[src/rtl/twiddle_seq_gen.sv]
// Radix-2 FFT twiddle-factor sequencer: streams one stage's N/2 factors from a quarter-wave table.
// Optional DIF ordering and its `dif` port are enabled with `define TWSEQ_DIF_EN.
module twiddle_seq_gen #(
  parameter int unsigned LOG2N = 4,
  parameter int unsigned W     = 12,
  parameter int unsigned SW    = $clog2(LOG2N)
) (
  input  logic             clk,
  input  logic             reset_p,
  input  logic             start,
  input  logic [SW-1:0]    stage,
  input  logic             inverse,
`ifdef TWSEQ_DIF_EN
  input  logic             dif,
`endif
  output logic             busy,
  output logic             done,
  output logic             tw_valid,
  input  logic             tw_ready,
  output logic [2*W-1:0]   tw_data,
  output logic [LOG2N-2:0] tw_index,
  output logic             tw_last
);

  localparam int unsigned KW = LOG2N - 1;
  localparam int unsigned NH = 2 ** (LOG2N - 1);
  localparam int unsigned Q  = 2 ** (LOG2N - 2);

  typedef enum logic [1:0] {StIdle, StRun, StDone} state_e;

  // round(2^(W-2) * cos(2*pi*m/N)); Taylor series is exact enough for angles up to pi/2
  function automatic int cos_q(input int m);
    real x;
    real term;
    real sum;
    x    = 2.0 * 3.14159265358979323846 * $itor(m) / (2.0 ** LOG2N);
    term = 1.0;
    sum  = 1.0;
    for (int i = 1; i < 16; i++) begin
      term = -term * x * x / $itor((2 * i - 1) * (2 * i));
      sum  = sum + term;
    end
    return $rtoi(sum * (2.0 ** (W - 2)) + 0.5);
  endfunction

  logic signed [W-1:0] rom [Q+1];

  for (genvar m = 0; m <= Q; m++) begin : g_rom
    assign rom[m] = W'(cos_q(m));
  end

  state_e              state_q, state_d;
  logic [KW-1:0]       j_q, j_d;
  logic [SW-1:0]       s_q;
  logic                inv_q;
  logic                dif_q;
  logic                dif_in;
  logic [2*W-1:0]      data_q;
  logic [KW-1:0]       idx_q;
  logic                last_q;
  logic                accept;
  logic                load;

  logic [KW-1:0]       j_src;
  logic [KW-1:0]       k_nxt;
  logic [KW-1:0]       ones;
  logic [SW-1:0]       s_src;
  logic                inv_src;
  logic                dif_src;
  logic signed [W-1:0] re_nxt;
  logic signed [W-1:0] im_nxt;
  int unsigned         kq;

`ifdef TWSEQ_DIF_EN
  assign dif_in = dif;
`else
  assign dif_in = 1'b0;
`endif

  // Element for the next load: j=0 of a new request in IDLE, j+1 of the latched request in RUN
  always_comb begin
    ones = '1;
    if (state_q == StIdle) begin
      j_src   = '0;
      s_src   = stage;
      inv_src = inverse;
      dif_src = dif_in;
    end else begin
      j_src   = j_q + 1'b1;
      s_src   = s_q;
      inv_src = inv_q;
      dif_src = dif_q;
    end
    if (dif_src) begin
      k_nxt = (j_src & (ones >> s_src)) << s_src;
    end else begin
      k_nxt = (j_src & (ones >> (KW - s_src))) << (KW - s_src);
    end
    kq = 32'(k_nxt);
    if (kq <= Q) begin
      re_nxt = rom[KW'(kq)];
      im_nxt = -rom[KW'(Q - kq)];
    end else begin
      re_nxt = -rom[KW'(NH - kq)];
      im_nxt = -rom[KW'(kq - Q)];
    end
    if (inv_src) begin
      im_nxt = -im_nxt;
    end
  end

  always_comb begin
    state_d = state_q;
    j_d     = j_q;
    accept  = 1'b0;
    load    = 1'b0;
    unique case (state_q)
      StIdle: begin
        if (start && (32'(stage) < LOG2N)) begin
          accept  = 1'b1;
          load    = 1'b1;
          j_d     = '0;
          state_d = StRun;
        end
      end
      StRun: begin
        if (tw_ready) begin
          if (j_q == KW'(NH - 1)) begin
            state_d = StDone;
          end else begin
            j_d  = j_q + 1'b1;
            load = 1'b1;
          end
        end
      end
      StDone: state_d = StIdle;
      default: state_d = StIdle;
    endcase
  end

  always_ff @(posedge clk or posedge reset_p) begin
    if (reset_p) begin
      state_q <= StIdle;
      j_q     <= '0;
      s_q     <= '0;
      inv_q   <= 1'b0;
      dif_q   <= 1'b0;
      data_q  <= '0;
      idx_q   <= '0;
      last_q  <= 1'b0;
    end else begin
      state_q <= state_d;
      j_q     <= j_d;
      if (accept) begin
        s_q   <= stage;
        inv_q <= inverse;
        dif_q <= dif_in;
      end
      if (load) begin
        data_q <= {re_nxt, im_nxt};
        idx_q  <= k_nxt;
        last_q <= (j_src == KW'(NH - 1));
      end
    end
  end

  always_comb begin
    busy     = (state_q == StRun);
    tw_valid = (state_q == StRun);
    done     = (state_q == StDone);
    tw_last  = last_q && (state_q == StRun);
    tw_data  = data_q;
    tw_index = idx_q;
  end

endmodule

[config.mk]
export PLATFORM = sky130hd
export DESIGN_NAME = twiddle_seq_gen
export DESIGN_NICKNAME = d
export VERILOG_FILES = /design/src/rtl/twiddle_seq_gen.sv
export SDC_FILE = /design/constraint.sdc
export NUM_CORES = 1
export LEC_CHECK = 0
export ABC_AREA = 1
export CAP_MARGIN = 10
export CORE_ASPECT_RATIO = 0.8
export CORE_UTILIZATION = 49
export DETAILED_ROUTE_END_ITERATION = 8
export PLACE_DENSITY_LB_ADDON = 0.05
export SYNTH_ARGS = -nofsm -noshare
export SYNTH_HDL_FRONTEND = slang
export SYNTH_SLANG_ARGS = --single-unit
[constraint.sdc]
create_clock -name clk -period 2.7 [get_ports clk]
set_input_delay 0.54 -clock clk [delete_from_list [all_inputs] [get_ports clk]]
set_output_delay 0.54 -clock clk [all_outputs]
set_load 0.05 [all_outputs]
---- Word level (Yosys, flattened, before mapping) ----
Memory sizes are Yosys's and may differ from the RTL's.
Index checks and enable logic that the tools add are counted.
operators by class
  add/subtract/negate cells ............... 9
  magnitude comparators ................... 5
  equality and inequality tests ........... 8
  shift operators ......................... 2
  muxes and demuxes ....................... 27
  bitwise operators ....................... 5
  reductions and logical operators ........ 5
operator list
  operator                count
  $mux W12                11
  $neg A12 Y12            4
  $shl A3 B32 Y3          1
  $shr A3 B32 Y3 const A  1
  $ge A4 B4 Y1 const B    4
  $not A3 Y4              4
  $mux W3                 4
  $mux W2                 4
  $eq A3 B3 Y1 const B    2
  $pmux W3 S2             1
  $mux W1                 5
  $ne A2 B1 Y1 const B    2
  $ne A2 B2 Y1 const B    2
  $pmux W2 S2             1
  $reduce_and A4 Y1       1
  $add A3 B1 Y3 const B   1
  $and A3 B3 Y3           1
  $le A3 B3 Y1 const B    1
  $reduce_and A3 Y1       1
  $sub A1 B3 Y3 const A   1
  $sub A2 B2 Y3 const A   1
  $sub A3 B3 Y3 const A   1
  $sub A3 B3 Y3 const B   1
  $eq A2 B1 Y1 const B    1
  5 further kinds         5
storage, ports and cells
  flip-flop bits (word level) ............. 36
  ROM bits ................................ 384
  output and inout port bits .............. 31
  logic and storage cells ................. 72
  memories kept ........................... 4
memories
  memory            depth  bits a word  rd ports  clocked after Yosys merged registers in  wr ports  RTL line  source
  (name not given)  8      12           1         0                                        0         105       im_nxt = -rom[KW'(kq - Q)];
  (name not given)  8      12           1         0                                        0         104       re_nxt = -rom[KW'(NH - kq)];
  (name not given)  8      12           1         0                                        0         102       im_nxt = -rom[KW'(Q - kq)];
  (name not given)  8      12           1         0                                        0         101       re_nxt = rom[KW'(kq)];

---- Depth between registers and ports, before layout ----
Gate-level depths: netlist of the first run.
  word-level depth ........................ 15
  depth in mapped cells ................... 23

---- Worst setup path before layout of the first run ----
Ideal clock, no wire load.
  path kind ............................... register to register
  start ................................... register j_q[0]
  end ..................................... register data_q[11] (netlist: tw_data[11])
  library setup time ...................... 0.118 ns
  arrival ................................. 2.783 ns
  required time ........................... 2.582 ns
  slack ................................... -0.201 ns
  stages on the path, launching flop included .. 22
  path buffers ............................ 0
  clock period less this slack ............ 2.901 ns
  cells stage by stage .................... dfrtp_1 > ha_1 > ha_1 > nand3_1 > nand3_4 > nand2_4 > inv_1 > ha_1 > nand3_2 > nand2_1 > inv_1 > nor2_1 > inv_1 > ha_1 > nand3_1 > nor2_2 > nand2_1 > nand2_1 > nand2_1 > nand2_1 > nand3_1 > nand2_1
on the way
  longest elaborated chain between the ends .. 13
  elaborated cells between the ends (all ways) .. 24
  those cells by class .................... add/sub: 6; order compare: 1; eq/ne: 1; shift: 1; mux: 10; bitwise: 3; memory: 2
RTL lines
  element                                           RTL line  source
  from (decl)                                       53        logic [KW-1:0] j_q, j_d;
  from (signal assigned)                            153       j_q <= j_d;
  $add A3 B1 Y3 *                                   89        j_src = j_q + 1'b1;
  $mux W3 *                                         83        if (state_q == StIdle) begin
  $and A3 B3 Y3 *                                   97        k_nxt = (j_src & (ones >> (KW - s_src))) << (KW - s_src);
  $shl A3 B32 Y3 *                                  97
  net k_nxt[2]                                      65        logic [KW-1:0] k_nxt;
  $sub A3 B3 Y3, on equally long branches           105, 102
  $not A3 Y4, on equally long branches              105, 102
  $mem_v2 Z8 W12, on equally long branches          --
  $mux W12, on equally long branches (2 in series)  105, 102
  $neg A12 Y12, on equally long branches            105, 102
  $mux W12 *                                        100       if (kq <= Q) begin
  $neg A12 Y12                                      108       im_nxt = -im_nxt;
  $mux W12 *                                        107       if (inv_src) begin
  to (signal assigned)                              160       data_q <= {re_nxt, im_nxt};
  to (decl)                                         58        logic [2*W-1:0] data_q;
The timed path passes the listed nets; every way through them passes the cells marked *. The select of a mux whose other input is x is not followed.
A chain may end at the register's enable or synchronous reset.

---- Worst setup path after layout of the first run ----
  start ................................... register j_q[0]
  end ..................................... register data_q[10] (netlist: tw_data[10])
on the way
  longest elaborated chain between the ends .. 13
  elaborated cells between the ends (all ways) .. 24
  those cells by class .................... add/sub: 6; order compare: 1; eq/ne: 1; shift: 1; mux: 10; bitwise: 3; memory: 2
RTL lines
  element                                           RTL line
  $add A3 B1 Y3                                     89
  $mux W3                                           83
  $and A3 B3 Y3                                     97
  $shl A3 B32 Y3                                    97
  $sub A3 B3 Y3, on equally long branches           105, 102
  $not A3 Y4, on equally long branches              105, 102
  $mem_v2 Z8 W12, on equally long branches          --
  $mux W12, on equally long branches (2 in series)  105, 102
  $neg A12 Y12, on equally long branches            105, 102
  $mux W12                                          100
  $neg A12 Y12                                      108
  $mux W12                                          107
Several ways; a longest one is shown, not always the timed one. The select of a mux whose other input is x is not followed.

==> results.md, run 1 <==
- Slew HR: 31.9%
- Slew Viols, Final: 0
- Worst-path fanout max: 4
- GRT Resource Usage Total: 26.8%
- Final Non-Filler Cells: 499
- Die width: 81.4 um
- Clock transition at the registers of the reported paths: 0.07 ns
- HPWL after detailed placement: 4.49 mm
- Full die area: 5330 um^2
- Core area: 4710 um^2
- Die Y: 65.5 um
- WL/cell: 15.5 um
- Status: complete, but fails checks
- Antenna-violating nets left: 0
- First-pass GRT wire length: 10.8 mm
- R2R Path Start: j_q[0]$_DFFE_PP0P_
- CP Capture Point: tw_data[10]$_DFFE_PP0P_
- Crit Path Class: flip-flop to flip-flop
- Via Count: 2640
- # rows: 22
- Fmax: 370 MHz
- Post-synth EDFFs: 0
- Initial antenna violation count: 0
- Filler Cell Count: 324
- Aggregate global routing overflow: 0
- Setup Viol. Count Final: 2
- Worst Max-Slew Pin Slew: 1.02 ns
- Clk Latency, worst-skew pair: 0.29 ns
- Most used DFF post-synth: dfrtp_1
- Post-synth ARST share: 100%
- Fin worst setup slack: -0.00555 ns
- Worst r2r path cells: 19
- Number of port buffers: 35
- Internal reg-to-reg setup slack: -0.006 ns
- Final net count: 458
- RR Endpoint: tw_data[10]$_DFFE_PP0P_
- CTS buffer count: 5
- Required arrival time at the worst endpoint: 2.88 ns
- Routability cong.: 0.875
- Detailed-route DRC error count: 0
- Fin Hold WS: 0.481 ns
- Sequential cell area fraction in the yosys report: 34.5%
- Starting DRC count in detailed routing: 194
- Ant diodes: 0
- Syn Area/Cell: 7.60 um^2
- DR pass1 iterations: 4
- DR vias/cell: 5.29
- Final hold vios: 0
- Violated checks: setup timing
- Critical path endpoint category: flip-flop
- Seq cells post-synth: 34
- Largest net degree at the start of global routing: 35
- Vias in the first global route: 2287
- Synth warn: 0
- H-tree depth: 2
- RSZ-0062 raised after global routing: true
- Post-synth cell types: 39
- Cells after Synth: 325
- Critical path startpoint: j_q[0]$_DFFE_PP0P_
- Cell Area, Synth: 2470 um^2
- Clk_skew: 0.00228 ns
- Critical Path Source Type: flip-flop
- Fin crit period: 2.71 ns
- Placed insts: 464
- # clock sinks: 34
- Area Growth Syn to Fin: 56.7%
- Max-cap violations: 0
- CTS root buffer: clkbuf_8
- Total Wirelength: 7.72 mm
- Worst EP arrival: 2.89 ns
- CTS tree: done
- CTS Buffer Depth: 2
- Fin crit share: 100%
- Initial core utilization: 52.4%
- Share of cells above drive strength 1: 40.5%
- # IOs: 38
- Hold Crit Class: flip-flop to flip-flop
-- cell usage in the layout, fill, tap and decap left out, drive strengths merged, types with 2 or more instances in the layout --
| cell type | n |
|---|---|
| nor2 | 32 |
| nand4 | 2 |
| xnor2 | 2 |
| o211ai | 3 |
| clkinv | 2 |
| o21ai | 26 |
| inv | 45 |
| nand2 | 93 |
| clkbuf | 5 |
| a31oi | 5 |
| or2 | 2 |
| a32o | 2 |
| buf | 82 |
| nand3 | 36 |
| dfrtp | 34 |
| clkdlybuf4s50 | 34 |
| a21oi | 8 |
| conb | 2 |
| ha | 13 |
-- how the worst min path moves through the flow --
stage,start,endpoint,cells past startpoint
after floorplan,last_q$_DFFE_PP0P_,last_q$_DFFE_PP0P_,2
after global placement,tw_data[16]$_DFFE_PP0P_,tw_data[16]$_DFFE_PP0P_,1
after detailed placement,tw_data[7]$_DFFE_PP0P_,tw_data[7]$_DFFE_PP0P_,2
after CTS,tw_data[16]$_DFFE_PP0P_,tw_data[16]$_DFFE_PP0P_,1
after global routing,tw_data[10]$_DFFE_PP0P_,tw_data[10]$_DFFE_PP0P_,2
final,tw_data[9]$_DFFE_PP0P_,tw_data[9]$_DFFE_PP0P_,2
-- synth_stat cells (5+ instances only) --
library cell  number  area (um^2)
nand3_1           26          130
clkbuf_8           5         68.8
nand2_1           82          308
nor2_1            26         97.6
ha_1              13          163
a21oi_1            8         40.0
o21ai_0           24          120
dfrtp_1           34          851
nand2_2            8         50.1
a31oi_1            5         31.3
nand3_2            7         70.1
inv_1             43          161
-- timing repair --
item                                   4_1_cts  5_1_grt
endpoints found under the hold margin        0        0
setup buffers                               10       17
hold buffers                                 0        0
cloned                                       0        0
resized for setup                           23       55
setup endpoints to repair                   12       12
pin swaps                                   12       29
-- registers in the layout (all words and copies together) (netlist names) --
name,flops
inv_q,1
j_q,3
last_q,1
s_q,2
state_q,2
tw_data,22
tw_index,3
-- logic make-up (layout without fill, tap and decap cells) --
family                   Yosys count  in the layout  synth area share [%]
AND/OR/NAND/NOR                  168            168                  34.3
XOR/XNOR                           3              3                  1.06
flip-flops                        34             34                  34.5
adder cells (fa/ha/maj)           13             13                  6.59
AO/OA/AOI/OAI                     49             49                  12.0
other                              1              2                 0.152
buffers and inverters             57            170                  11.5
-- metal layers --
metal  share of wire [%]  GRT usage, %  wire (um)  vias up
met5                   0             0          0        -
met4                 1.8          6.47        138        0
met3                 5.5          4.31        427       16
met2                  48          41.8       3730       83
met1                  44          38.3       3420     1269
li1                    -             -          -     1272
-- through the flow --
step	setup TNS, ns	util [%]	setup WS [ns]	cell area (um^2)
3_3_place_gp	-4.57	69.6	-0.424	3280
6_report	-0.0105	82.2	-0.00555	3870
5_1_grt	-0.659	82.2	-0.143	3870
2_1_floorplan	0	-	0.00283	2550
3_5_place_dp	-5.39	69.6	-0.491	3280
4_1_cts	0	74.7	0.00248	3520
-- final cells by class --
cell class | count | area, um^2 | share of cell area (%)
Clock buffer | 5 | 68.8 | 1.78
Multi-Input combinational cell | 235 | 1660 | 42.9
Clock inverter | 3 | 40.0 | 1.03
Timing Repair Buffer | 117 | 987 | 25.5
Tap cell | 60 | 75.1 | 1.94
Inverter | 45 | 184 | 4.75
Sequential cell | 34 | 855 | 22.1
-- critical path, cell delays in order, from the launching register on --
cell	delay (ns)
dfrtp_1	0.42
ha_4	0.18
ha_4	0.28
nand3_4	0.07
nand3_4	0.12
buf_4	0.13
buf_8	0.09
nand3_4	0.11
ha_4	0.27
nor2_4	0.11
nor2_4	0.05
buf_4	0.14
nor2_4	0.08
nand3_2	0.08
nor2_1	0.10
nand2_1	0.06
nand2_2	0.10
nand3_2	0.08
nand3_1	0.08
nand2_1	0.05
Power of run 1 is not shown: default switching activity piles up to over one toggle a cycle in this logic, so the estimate is an artifact.
==> run 2: changes to the inputs <==
--- a/constraint.sdc
+++ b/constraint.sdc
@@ -3,2 +3,2 @@
 set_output_delay 0.54 -clock clk [all_outputs]
-set_load 0.05 [all_outputs]
+set_load 0.1 [all_outputs]
==> results.md, run 2 (synthesis gave the netlist of run 1 again) <==
- Routability cong.: 0.916
- Full die area: 5330 um^2
- TNS Setup: 0 ns
- Vias in the first global route: 2346
- Aggregate global routing overflow: 0
- CTS root buffer: clkbuf_8
- Starting DRC count in detailed routing: 150
- Fmax: 373 MHz
- Fin crit period: 2.68 ns
- Final hold vios: 0
- GRT Resource Usage Total: 27.1%
- Required arrival time at the worst endpoint: 2.89 ns
- # IOs: 38
- Area Growth Syn to Fin: 46.0%
- Placed Area: 3250 um^2
- Crit Path Class: flip-flop to flip-flop
- Clk Latency, worst-skew pair: 0.29 ns
- Antenna-violating nets left: 0
- Initial antenna violation count: 0
- Core area: 4710 um^2
- # rows: 22
- Clock transition at the registers of the reported paths: 0.07 ns
- Fin crit share: 99.2%
- Post-route cell area: 3600 um^2
- Status: finished clean
- WL/cell: 13.6 um
- RSZ-0062 raised after global routing: true
- Largest net degree at the start of global routing: 35
- Highest-count cells in the layout ignoring fill and taps: buf_4, nand2_1, inv_1
- Critical Path Source Type: flip-flop
- CTS buffer count: 5
- Share of cells above drive strength 1: 44.2%
- Final net count: 450
- First-pass GRT wire length: 10.8 mm
- Max reg flops: 22
- Setup Viol. Count Final: 0
- CTS Buffer Depth: 2
- Filler Cell Count: 347
- Slew Viols, Final: 0
- Ant diodes: 0
- Detailed-route DRC error count: 0
- Via Count: 2462
- Initial core utilization: 52.4%
- DR vias/cell: 5.02
- Worst EP arrival: 2.87 ns
- DR pass1 iterations: 4
- # clock sinks: 34
- H-tree depth: 2
- Max-cap violations: 0
- Leading cell type in the layout, fill and taps excluded: buf_4
- HPWL after detailed placement: 4.61 mm
- Total Wirelength: 6.69 mm
- CTS tree: done
- Number of port buffers: 35
- Die width: 81.4 um
- Hold Crit Class: flip-flop to flip-flop
- Die Y: 65.5 um
- Critical path endpoint category: flip-flop
- Clk_skew: 0.00497 ns
- Worst-path fanout max: 6
run 2: cell types whose count changed in the layout (fill, tap and decap cells not counted), sizes merged:
| cell | before | now |
|---|---|---|
| buf | 82 | 103 |
| bufinv | 1 | 0 |
| clkdlybuf4s50 | 34 | 5 |
run 2: area by class of cell:
type | count | area (um^2) | share of cell area (%)
Clock buffer | 5 | 68.8 | 1.91
Clock inverter | 2 | 10.0 | 0.278
Inverter | 45 | 176 | 4.90
Multi-Input combinational cell | 235 | 1570 | 43.5
Sequential cell | 34 | 853 | 23.7
Tap cell | 60 | 75.1 | 2.08
Timing Repair Buffer | 109 | 852 | 23.6
run 2: metal layers:
layer,share of wire (%),GRT usage [%],vias to the layer above
li1,-,-,1251
met1,49,38.1,1136
met2,45,41.5,71
met3,5.5,5.14,4
met4,0.66,8.26,0
met5,0,0,-
run 2: final timing paths:
check / startpoint / endpoint / slack, ns / depth (start not counted)
setup / recovery: j_q[1]$_DFFE_PP0P_ / tw_data[10]$_DFFE_PP0P_ / 0.02 / 20
hold / removal: tw_data[16]$_DFFE_PP0P_ / tw_data[16]$_DFFE_PP0P_ / 0.48 / 1
setup reg to reg: j_q[1]$_DFFE_PP0P_ / tw_data[10]$_DFFE_PP0P_ / 0.02 / 20
hold reg to reg: tw_data[16]$_DFFE_PP0P_ / tw_data[16]$_DFFE_PP0P_ / 0.48 / 1
max in group asynchronous: reset_p / state_q[0]$_DFFE_PP0P_ / 1.73 / 3
min in group asynchronous: reset_p / tw_data[17]$_DFFE_PP0P_ / 0.65 / 3
run 2: what timing repair did:
action | 4_1_cts | 5_1_grt
resized for setup | 22 | 29
setup buffers | 7 | 9
pin swaps | 12 | 15
endpoints found under the setup margin | 11 | 11
hold buffers | 0 | 0
run 2: critical path, cell delays in order, from the launching register on:
cell	delay, ns
dfrtp_1	0.42
ha_4	0.29
nand3_2	0.07
nand2_2	0.11
nand2_4	0.09
ha_4	0.18
inv_4	0.07
ha_4	0.22
nand3_4	0.10
nand2_1	0.08
inv_2	0.07
nor2_2	0.04
buf_4	0.13
nor2_1	0.12
nand3_1	0.11
nor2_1	0.11
nand2_1	0.07
nand2_2	0.09
nand3_1	0.07
nand3_1	0.08
nand2_1	0.05
run 2: per-stage QoR:
step / setup WS, ns / utilization, % / instances / hold slack (ns)
final: 0.0207 / 76.6 / 490 / 0.480
after floorplan: 0.000778 / - / 326 / 0.446
after global placement: -0.425 / 69.0 / 467 / 0.461
after detailed placement: -0.479 / 69.0 / 467 / 0.467
after CTS: 0.00402 / 73.2 / 481 / 0.484
after global routing: -0.129 / 76.6 / 490 / 0.503
Power of run 2 is left out for the same reason.
